**src/rtl/segment_real_mode_arbiter_pkg.sv**
```systemverilog
// Shared types and defaults for the real-mode segment translation arbiter.
// Latency: n/a (types, constants and a helper function only).
// Backpressure: n/a.
package segment_real_mode_arbiter_pkg;

  // Segment register select encoding; 6 and 7 are not valid selects.
  typedef enum logic [2:0] {
    SEG_ES = 3'd0,
    SEG_CS = 3'd1,
    SEG_SS = 3'd2,
    SEG_DS = 3'd3,
    SEG_FS = 3'd4,
    SEG_GS = 3'd5
  } seg_sel_e;

  // Requester identity, also the index of its lane in the request bus.
  typedef enum logic {
    REQ_FETCH = 1'b0,
    REQ_DATA  = 1'b1
  } req_id_e;

  localparam int          NUM_SEGS          = 6;
  localparam logic [31:0] SEG_LIMIT_DEFAULT = 32'h0000_FFFF;
  localparam logic [15:0] RESET_CS_DEFAULT  = 16'hF000;

  // True for a select that names one of the six segment registers.
  function automatic logic seg_sel_ok(input logic [2:0] sel);
    return sel < 3'd6;
  endfunction

endpackage

```
**src/rtl/segment_real_mode_arbiter_if.sv**
```systemverilog
// Request/response bundle between the two requesters and the arbiter.
// Latency: n/a (wiring only).
// Backpressure: req_ready per requester lane, rsp_ready on the response.
// Ports: req_valid/req_ready [1:0], req_seg [5:0], req_offset [63:0],
//        seg_wr_en/sel/data, a20_enable, rsp_valid/ready/id/linear/fault.
interface segment_real_mode_arbiter_if;
  logic [1:0]  req_valid;
  logic [1:0]  req_ready;
  logic [5:0]  req_seg;      // [2:0] fetch, [5:3] data
  logic [63:0] req_offset;   // [31:0] fetch, [63:32] data
  logic        seg_wr_en;
  logic [2:0]  seg_wr_sel;
  logic [15:0] seg_wr_data;
  logic        a20_enable;
  logic        rsp_valid;
  logic        rsp_ready;
  logic        rsp_id;
  logic [31:0] rsp_linear;
  logic        rsp_fault;

  // Requester / environment side.
  modport master (
    output req_valid, req_seg, req_offset, seg_wr_en, seg_wr_sel, seg_wr_data,
           a20_enable, rsp_ready,
    input  req_ready, rsp_valid, rsp_id, rsp_linear, rsp_fault
  );

  // Arbiter side.
  modport slave (
    input  req_valid, req_seg, req_offset, seg_wr_en, seg_wr_sel, seg_wr_data,
           a20_enable, rsp_ready,
    output req_ready, rsp_valid, rsp_id, rsp_linear, rsp_fault
  );
endinterface

```
**src/rtl/seg_real_xlate.sv**
```systemverilog
// Real-mode address translation: (seg << 4) + offset with A20 masking and limit check.
// Latency: combinational.
// Backpressure: none (pure function of its inputs).
// Ports: seg_sel, seg_val, offset, a20_enable -> linear, fault.
module seg_real_xlate
  import segment_real_mode_arbiter_pkg::*;
#(
  parameter logic [31:0] SEG_LIMIT = SEG_LIMIT_DEFAULT
) (
  input  logic [2:0]  seg_sel,
  input  logic [15:0] seg_val,
  input  logic [31:0] offset,
  input  logic        a20_enable,
  output logic [31:0] linear,
  output logic        fault
);

  logic        sel_ok;
  logic [31:0] sum;

  always_comb begin
    sel_ok = seg_sel_ok(seg_sel);
    // 32-bit add wraps naturally modulo 2^32.
    sum = ({16'h0, seg_val} << 4) + offset;
    if (!a20_enable) begin
      sum[20] = 1'b0;
    end
    // An over-limit offset still reports its address; a bad select reports 0.
    linear = sel_ok ? sum : 32'h0;
    fault  = !sel_ok || (offset > SEG_LIMIT);
  end

endmodule

```
**src/rtl/segment_real_mode_arbiter.sv**
```systemverilog
// Round-robin arbiter of fetch/data requesters onto one real-mode translator.
// Latency: 1 cycle from accept to rsp_valid, one response per cycle sustained.
// Backpressure: single output register; requests stall while rsp_valid && !rsp_ready.
// Ports: clk, reset_n, bus (slave modport of segment_real_mode_arbiter_if).
module segment_real_mode_arbiter
  import segment_real_mode_arbiter_pkg::*;
#(
  parameter logic [31:0] SEG_LIMIT = SEG_LIMIT_DEFAULT,
  parameter logic [15:0] RESET_CS  = RESET_CS_DEFAULT
) (
  input  logic                         clk,
  input  logic                         reset_n,
  segment_real_mode_arbiter_if.slave   bus
);

  localparam logic [0:0] ST_EMPTY = 1'b0;
  localparam logic [0:0] ST_FULL  = 1'b1;

  logic [0:0]  state;
  logic [15:0] seg_q [NUM_SEGS];
  req_id_e     last_gnt;
  req_id_e     rsp_id_q;
  logic [31:0] rsp_linear_q;
  logic        rsp_fault_q;

  logic        can_accept;
  logic        gnt_data;
  logic        gnt_fetch;
  logic        accept;
  req_id_e     gnt_id;
  logic [2:0]  gnt_sel;
  logic [31:0] gnt_offset;
  logic [15:0] seg_val;
  logic [31:0] xl_linear;
  logic        xl_fault;

  // The output register can take a new entry if it is empty or draining now.
  assign can_accept = (state == ST_EMPTY) || bus.rsp_ready;

  // Data wins when it is alone, or when both are valid and fetch went last.
  assign gnt_data  = bus.req_valid[1] && (!bus.req_valid[0] || (last_gnt == REQ_FETCH));
  assign gnt_fetch = bus.req_valid[0] && !gnt_data;

  assign bus.req_ready = can_accept ? {gnt_data, gnt_fetch} : 2'b00;
  assign accept        = |bus.req_ready;

  assign gnt_id     = gnt_data ? REQ_DATA : REQ_FETCH;
  assign gnt_sel    = gnt_data ? bus.req_seg[5:3]     : bus.req_seg[2:0];
  assign gnt_offset = gnt_data ? bus.req_offset[63:32] : bus.req_offset[31:0];

  // A load to the selected register in the same cycle is seen by the translation.
  always_comb begin
    seg_val = 16'h0;
    if (seg_sel_ok(gnt_sel)) begin
      if (bus.seg_wr_en && (bus.seg_wr_sel == gnt_sel)) begin
        seg_val = bus.seg_wr_data;
      end else begin
        seg_val = seg_q[gnt_sel];
      end
    end
  end

  seg_real_xlate #(
    .SEG_LIMIT (SEG_LIMIT)
  ) u_xlate (
    .seg_sel    (gnt_sel),
    .seg_val    (seg_val),
    .offset     (gnt_offset),
    .a20_enable (bus.a20_enable),
    .linear     (xl_linear),
    .fault      (xl_fault)
  );

  // Segment register file; loads with select 6/7 are dropped.
  always_ff @(posedge clk or negedge reset_n) begin
    if (!reset_n) begin
      for (int i = 0; i < NUM_SEGS; i++) begin
        seg_q[i] <= 16'h0;
      end
      seg_q[SEG_CS] <= RESET_CS;
    end else if (bus.seg_wr_en && seg_sel_ok(bus.seg_wr_sel)) begin
      seg_q[bus.seg_wr_sel] <= bus.seg_wr_data;
    end
  end

  // Output stage, occupancy state and round-robin pointer.
  always_ff @(posedge clk or negedge reset_n) begin
    if (!reset_n) begin
      state        <= ST_EMPTY;
      last_gnt     <= REQ_DATA;   // so fetch wins the first contested cycle
      rsp_id_q     <= REQ_FETCH;
      rsp_linear_q <= 32'h0;
      rsp_fault_q  <= 1'b0;
    end else begin
      if (accept) begin
        state        <= ST_FULL;
        last_gnt     <= gnt_id;
        rsp_id_q     <= gnt_id;
        rsp_linear_q <= xl_linear;
        rsp_fault_q  <= xl_fault;
      end else if (bus.rsp_ready) begin
        state <= ST_EMPTY;
      end
    end
  end

  assign bus.rsp_valid  = (state == ST_FULL);
  assign bus.rsp_id     = rsp_id_q;
  assign bus.rsp_linear = rsp_linear_q;
  assign bus.rsp_fault  = rsp_fault_q;

endmodule

```
**src/flat_wrapper.sv**
```systemverilog
// flat-port wrapper written by rule: the top's interface ports become plain ports
module segment_real_mode_arbiter_flat import segment_real_mode_arbiter_pkg::*;
#(
  parameter logic [31:0] SEG_LIMIT = SEG_LIMIT_DEFAULT,
  parameter logic [15:0] RESET_CS  = RESET_CS_DEFAULT
)
  (clk, reset_n, bus_req_valid, bus_req_seg, bus_req_offset, bus_seg_wr_en, bus_seg_wr_sel, bus_seg_wr_data, bus_a20_enable, bus_rsp_ready, bus_req_ready, bus_rsp_valid, bus_rsp_id, bus_rsp_linear, bus_rsp_fault);
  segment_real_mode_arbiter_if bus_i ();
  input  logic clk;
  input  logic reset_n;
  input wire logic [$bits(bus_i.req_valid)-1:0] bus_req_valid;
  input wire logic [$bits(bus_i.req_seg)-1:0] bus_req_seg;
  input wire logic [$bits(bus_i.req_offset)-1:0] bus_req_offset;
  input wire logic [$bits(bus_i.seg_wr_en)-1:0] bus_seg_wr_en;
  input wire logic [$bits(bus_i.seg_wr_sel)-1:0] bus_seg_wr_sel;
  input wire logic [$bits(bus_i.seg_wr_data)-1:0] bus_seg_wr_data;
  input wire logic [$bits(bus_i.a20_enable)-1:0] bus_a20_enable;
  input wire logic [$bits(bus_i.rsp_ready)-1:0] bus_rsp_ready;
  output wire logic [$bits(bus_i.req_ready)-1:0] bus_req_ready;
  output wire logic [$bits(bus_i.rsp_valid)-1:0] bus_rsp_valid;
  output wire logic [$bits(bus_i.rsp_id)-1:0] bus_rsp_id;
  output wire logic [$bits(bus_i.rsp_linear)-1:0] bus_rsp_linear;
  output wire logic [$bits(bus_i.rsp_fault)-1:0] bus_rsp_fault;
  assign bus_i.req_valid = bus_req_valid;
  assign bus_i.req_seg = bus_req_seg;
  assign bus_i.req_offset = bus_req_offset;
  assign bus_i.seg_wr_en = bus_seg_wr_en;
  assign bus_i.seg_wr_sel = bus_seg_wr_sel;
  assign bus_i.seg_wr_data = bus_seg_wr_data;
  assign bus_i.a20_enable = bus_a20_enable;
  assign bus_i.rsp_ready = bus_rsp_ready;
  assign bus_req_ready = bus_i.req_ready;
  assign bus_rsp_valid = bus_i.rsp_valid;
  assign bus_rsp_id = bus_i.rsp_id;
  assign bus_rsp_linear = bus_i.rsp_linear;
  assign bus_rsp_fault = bus_i.rsp_fault;
  segment_real_mode_arbiter #(.SEG_LIMIT(SEG_LIMIT), .RESET_CS(RESET_CS)) u_core (.clk(clk), .reset_n(reset_n), .bus(bus_i));
endmodule
```
**config.mk**
```make
export PLATFORM = sky130hd
export DESIGN_NAME = segment_real_mode_arbiter_flat
export DESIGN_NICKNAME = d
export VERILOG_FILES = /design/src/rtl/segment_real_mode_arbiter_pkg.sv /design/src/rtl/segment_real_mode_arbiter_if.sv /design/src/rtl/seg_real_xlate.sv /design/src/rtl/segment_real_mode_arbiter.sv /design/src/flat_wrapper.sv
export SDC_FILE = /design/constraint.sdc
export NUM_CORES = 1
export LEC_CHECK = 0
export BUFFER_PORTS_ARGS = -buffer_cell sky130_fd_sc_hd__buf_2
export CAP_MARGIN = 15
export CORE_UTILIZATION = 50
export CTS_CLUSTER_SIZE = 40
export DETAILED_ROUTE_END_ITERATION = 8
export PLACE_DENSITY = 0.79
export SYNTH_ARGS = -nofsm -noshare
export SYNTH_HDL_FRONTEND = slang
export SYNTH_SLANG_ARGS = --single-unit
export TNS_END_PERCENT = 20
```
**constraint.sdc**
```tcl
create_clock -name clk -period 5.25 [get_ports clk]
set_clock_uncertainty 0.15 [all_clocks]
set_input_delay 0.2625 -clock clk [delete_from_list [all_inputs] [get_ports clk]]
set_output_delay 0.2625 -clock clk [all_outputs]
set_load 0.005 [all_outputs]
```
==> results.cfg <==
[finish]
nNetsFinal = 1084
antenna-diode-count = 0
area_growth_syn_to_layout_pct = 20.4
layout-drive-gt1-share = 0.303
layout.cells.non_filler = 1172

[global_route]
grt-ovfl-total = 0
groute.usage.overall = 0.266
first_global_vias = 6317
grt_first_pass_wirelength_mm = 32.8
initial_antenna_violation_count = 1
pin_count_of_the_biggest_net_entering_global_routing = 67

[sta]
timing.final.hold_violations = 0
finalMaxSlewViolations = 0
fin_crit_sh = 0.920
rsz0062_at_grt = no
worst-slew-pin-transition_ns = 1.08
setup-violations-final = 0
timing.final.crit_period_ns = 4.83
fmax_mhz = 207
timing.max_slew.rel_slack = 0.277
finalSetupTns_ns = 0

[drt]
drt-wirelength-per-cell_um = 17.5
detailroute.via_count = 6850
vias_per_cell = 5.84
totalWireLength_mm = 20.5
dr.pass1.iters = 5
drt_drc_violations_left = 0
drtIter0Drc = 662
route.antenna.remaining_nets = 0

[floorplan]
die_footprint_um2 = 16000
initial_core_util = 0.510
number_of_placement_rows = 45
design.core.area_um2 = 15100
die-height_um = 126
die_width_um = 126
pin_count = 133

[cts]
max-clock-path-buffers = 2
cts_hold_repair.buffers = 12
tritoncts.num_buffers = 17
cts_root_buf = clkbuf_16
clkTransAtPathRegs_ns = 0.06
cts_htree_levels = 4
clock_tree_from_tritoncts = built
post_cts_buffers = 0
numClockSinks = 132
clkLatencyLatePin_ns = 0.42
postCtsResizedCells = 0

[critical_path]
worstPathArrival_ns = 4.98
setup.worst_path.end_class = flip-flop
cp-start-kind = primary input
critical_path.max_fanout = 16
criticalPathCategory = primary input to flip-flop
required_time_worst_endpoint_ns = 5.39

[power_and_ir_drop]
power_density_over_cell_area_nw_per_um2 = 411
share_clk_of_total_power = 0.315
internal_power_w = 0.00257
share_of_power_burned_in_combinational_logic = 0.315
cellLeakagePower_nw = 4.35
p_switching_w = 0.00126
switching_share = 0.328
max_vdd_drop_uv = 355
power_frac_seq = 0.370

[synth]
yosys_warnings = 0
synth_cells = 843
synth_edf_count = 0
synthesis.area_per_instance_um2 = 9.17
post_synth_num_cell_types = 61
syn-num-nets = 956
seq_area_frac_synth = 0.428
synth.ff_latch_count = 132
asyncSetResetFlopFracSynth = 1.00
ys.flop_type = dfrtp_1
netlist_area_um2 = 7730

[placement]
port_buffers = 132
dpl.cell_count = 1128
dpl.hpwl_mm = 14.5
routabilityCongestion = 0.943

[flow_run]
timing.max_cap.violations = 0

[min_path]
hold_path_class = primary input to flip-flop

[run_status]
status = finished clean
## path summary, 6_finish.rpt
| kind | start | to | slack (ns) | cells after the start |
|---|---|---|---|---|
| setup / recovery | bus_req_valid[0] | u_core.bus.rsp_linear[26] | 0.42 | 16 |
| hold / removal | bus_seg_wr_data[5] | u_core.seg_q[69] | 0.02 | 2 |
| setup reg to reg | u_core.last_gnt | u_core.bus.rsp_linear[27] | 0.51 | 15 |
| hold reg to reg | u_core.bus.rsp_linear[12] | u_core.bus.rsp_linear[12] | 0.32 | 2 |
| max in group asynchronous | reset_n | u_core.seg_q[92] | 3.47 | 3 |
| min in group asynchronous | reset_n | u_core.bus.rsp_linear[2] | 0.33 | 2 |
## worst max-delay path: stages
cell and delay (ns):
dlygate4sd3_1 0.53, buf_2 0.16, a21boi_4 0.30, mux2i_4 0.29
xnor2_1 0.18, or4_1 0.84, nor2_1 0.19, nor3_1 0.07
ha_1 0.23, fa_1 0.42, a21oi_1 0.21, o21ai_1 0.12
a21oi_1 0.34, o21ai_2 0.25, and3_1 0.21, or3_1 0.36
## routing by layer
| layer | track usage | vias up | wire length, um |
|---|---|---|---|
| met5 | 0 | - | 15 |
| met4 | 0.0865 | 2 | 405 |
| met3 | 0.0599 | 31 | 1410 |
| met2 | 0.413 | 275 | 9410 |
| met1 | 0.371 | 3293 | 9280 |
| li1 | - | 3249 | - |
## metrics by stage
stage / hold slack [ns] / power, W / util / worst slack [ns] / cell area [um^2]
CTS: 0.00855 / 0.00383 / 0.615 / 0.497 / 9310
finish: 0.0216 / 0.00383 / 0.615 / 0.419 / 9310
detailed placement: 0.269 / 0.00261 / 0.567 / 0.600 / 8590
global route: 0.0163 / 0.00405 / 0.615 / 0.189 / 9310
global placement: 0.268 / 0.00257 / 0.567 / 0.732 / 8590
floorplan: -0.183 / 0.00220 / - / 1.12 / 7730
## flip-flops by register name (all words and copies together) (netlist names)
signal,count
u_core.seg_q,96
u_core.bus.rsp_linear,32
u_core.bus.rsp_fault,1
u_core.bus.rsp_id,1
u_core.bus.rsp_valid,1
u_core.last_gnt,1
## cells by family after synthesis
group                      Yosys count  synth area share
and+or+nand+nor                    369             0.210
AOI/OAI and AO/OA                  134             0.115
DFF                                132             0.428
muxes                              116             0.168
buffers and inverters               60            0.0340
adders and majority gates           17            0.0285
xor gates and xnor gates            15            0.0170
## cells in the mapped netlist (7+ instances only)
cell type    n  share of area
a21o_1       8         0.0078
a21oi_1     47          0.030
buf_2        9         0.0058
clkbuf_1    32          0.016
dfrtp_1    127           0.41
ha_1        16          0.026
inv_1        9         0.0044
mux2_2      98           0.14
mux2i_1     17          0.022
nand2_1    210           0.10
nand3_1     46          0.030
nand4_1     11         0.0089
nor2_1      31          0.015
nor3_1      44          0.028
o211ai_1     7         0.0068
o21ai_0     19          0.012
o21ai_1      8         0.0052
xnor2_1     13          0.015
## cell usage in the layout, fill, tap and decap left out, drive strengths merged, types with 3 or more instances in the layout
| cell | count |
|---|---|
| inv | 11 |
| a32o | 5 |
| nor3 | 44 |
| o31ai | 3 |
| nand2 | 210 |
| mux2 | 98 |
| clkinv | 7 |
| a21o | 8 |
| or3 | 4 |
| nor2 | 31 |
| a31o | 4 |
| o211ai | 7 |
| dlygate4sd3 | 12 |
| bufinv | 3 |
| and3 | 6 |
| mux2i | 18 |
| o21bai | 5 |
| a21boi | 3 |
| a31oi | 4 |
| nand4 | 11 |
| nand3 | 46 |
| a21oi | 47 |
| o21ai | 28 |
| a221o | 3 |
| clkbuf | 20 |
| a211oi | 4 |
| nor4 | 5 |
| xnor2 | 13 |
| buf | 148 |
| ha | 16 |
| dfrtp | 127 |
| dfstp | 5 |
## power by group through the flow
stage / Clock, W / Sequential [W] / Combinational [W]
6_report: 0.00121 / 0.00142 / 0.00121
5_1_grt: 0.00127 / 0.00145 / 0.00133
3_5_place_dp: 0 / 0.00143 / 0.00118
4_1_cts: 0.00122 / 0.00142 / 0.00120
3_3_place_gp: 0 / 0.00141 / 0.00116
2_1_floorplan: 0 / 0.00140 / 0.000800
## layout make-up
class | instances | area [um^2]
fillers | 1249 | 5840
repair buffers | 160 | 916
well taps | 188 | 235
clock buffers | 20 | 447
flip-flops and latches | 132 | 3310
multi-input cells | 651 | 4210
clock inverters | 12 | 154
inverters | 9 | 33.8
(Power assumes the default switching activity.)
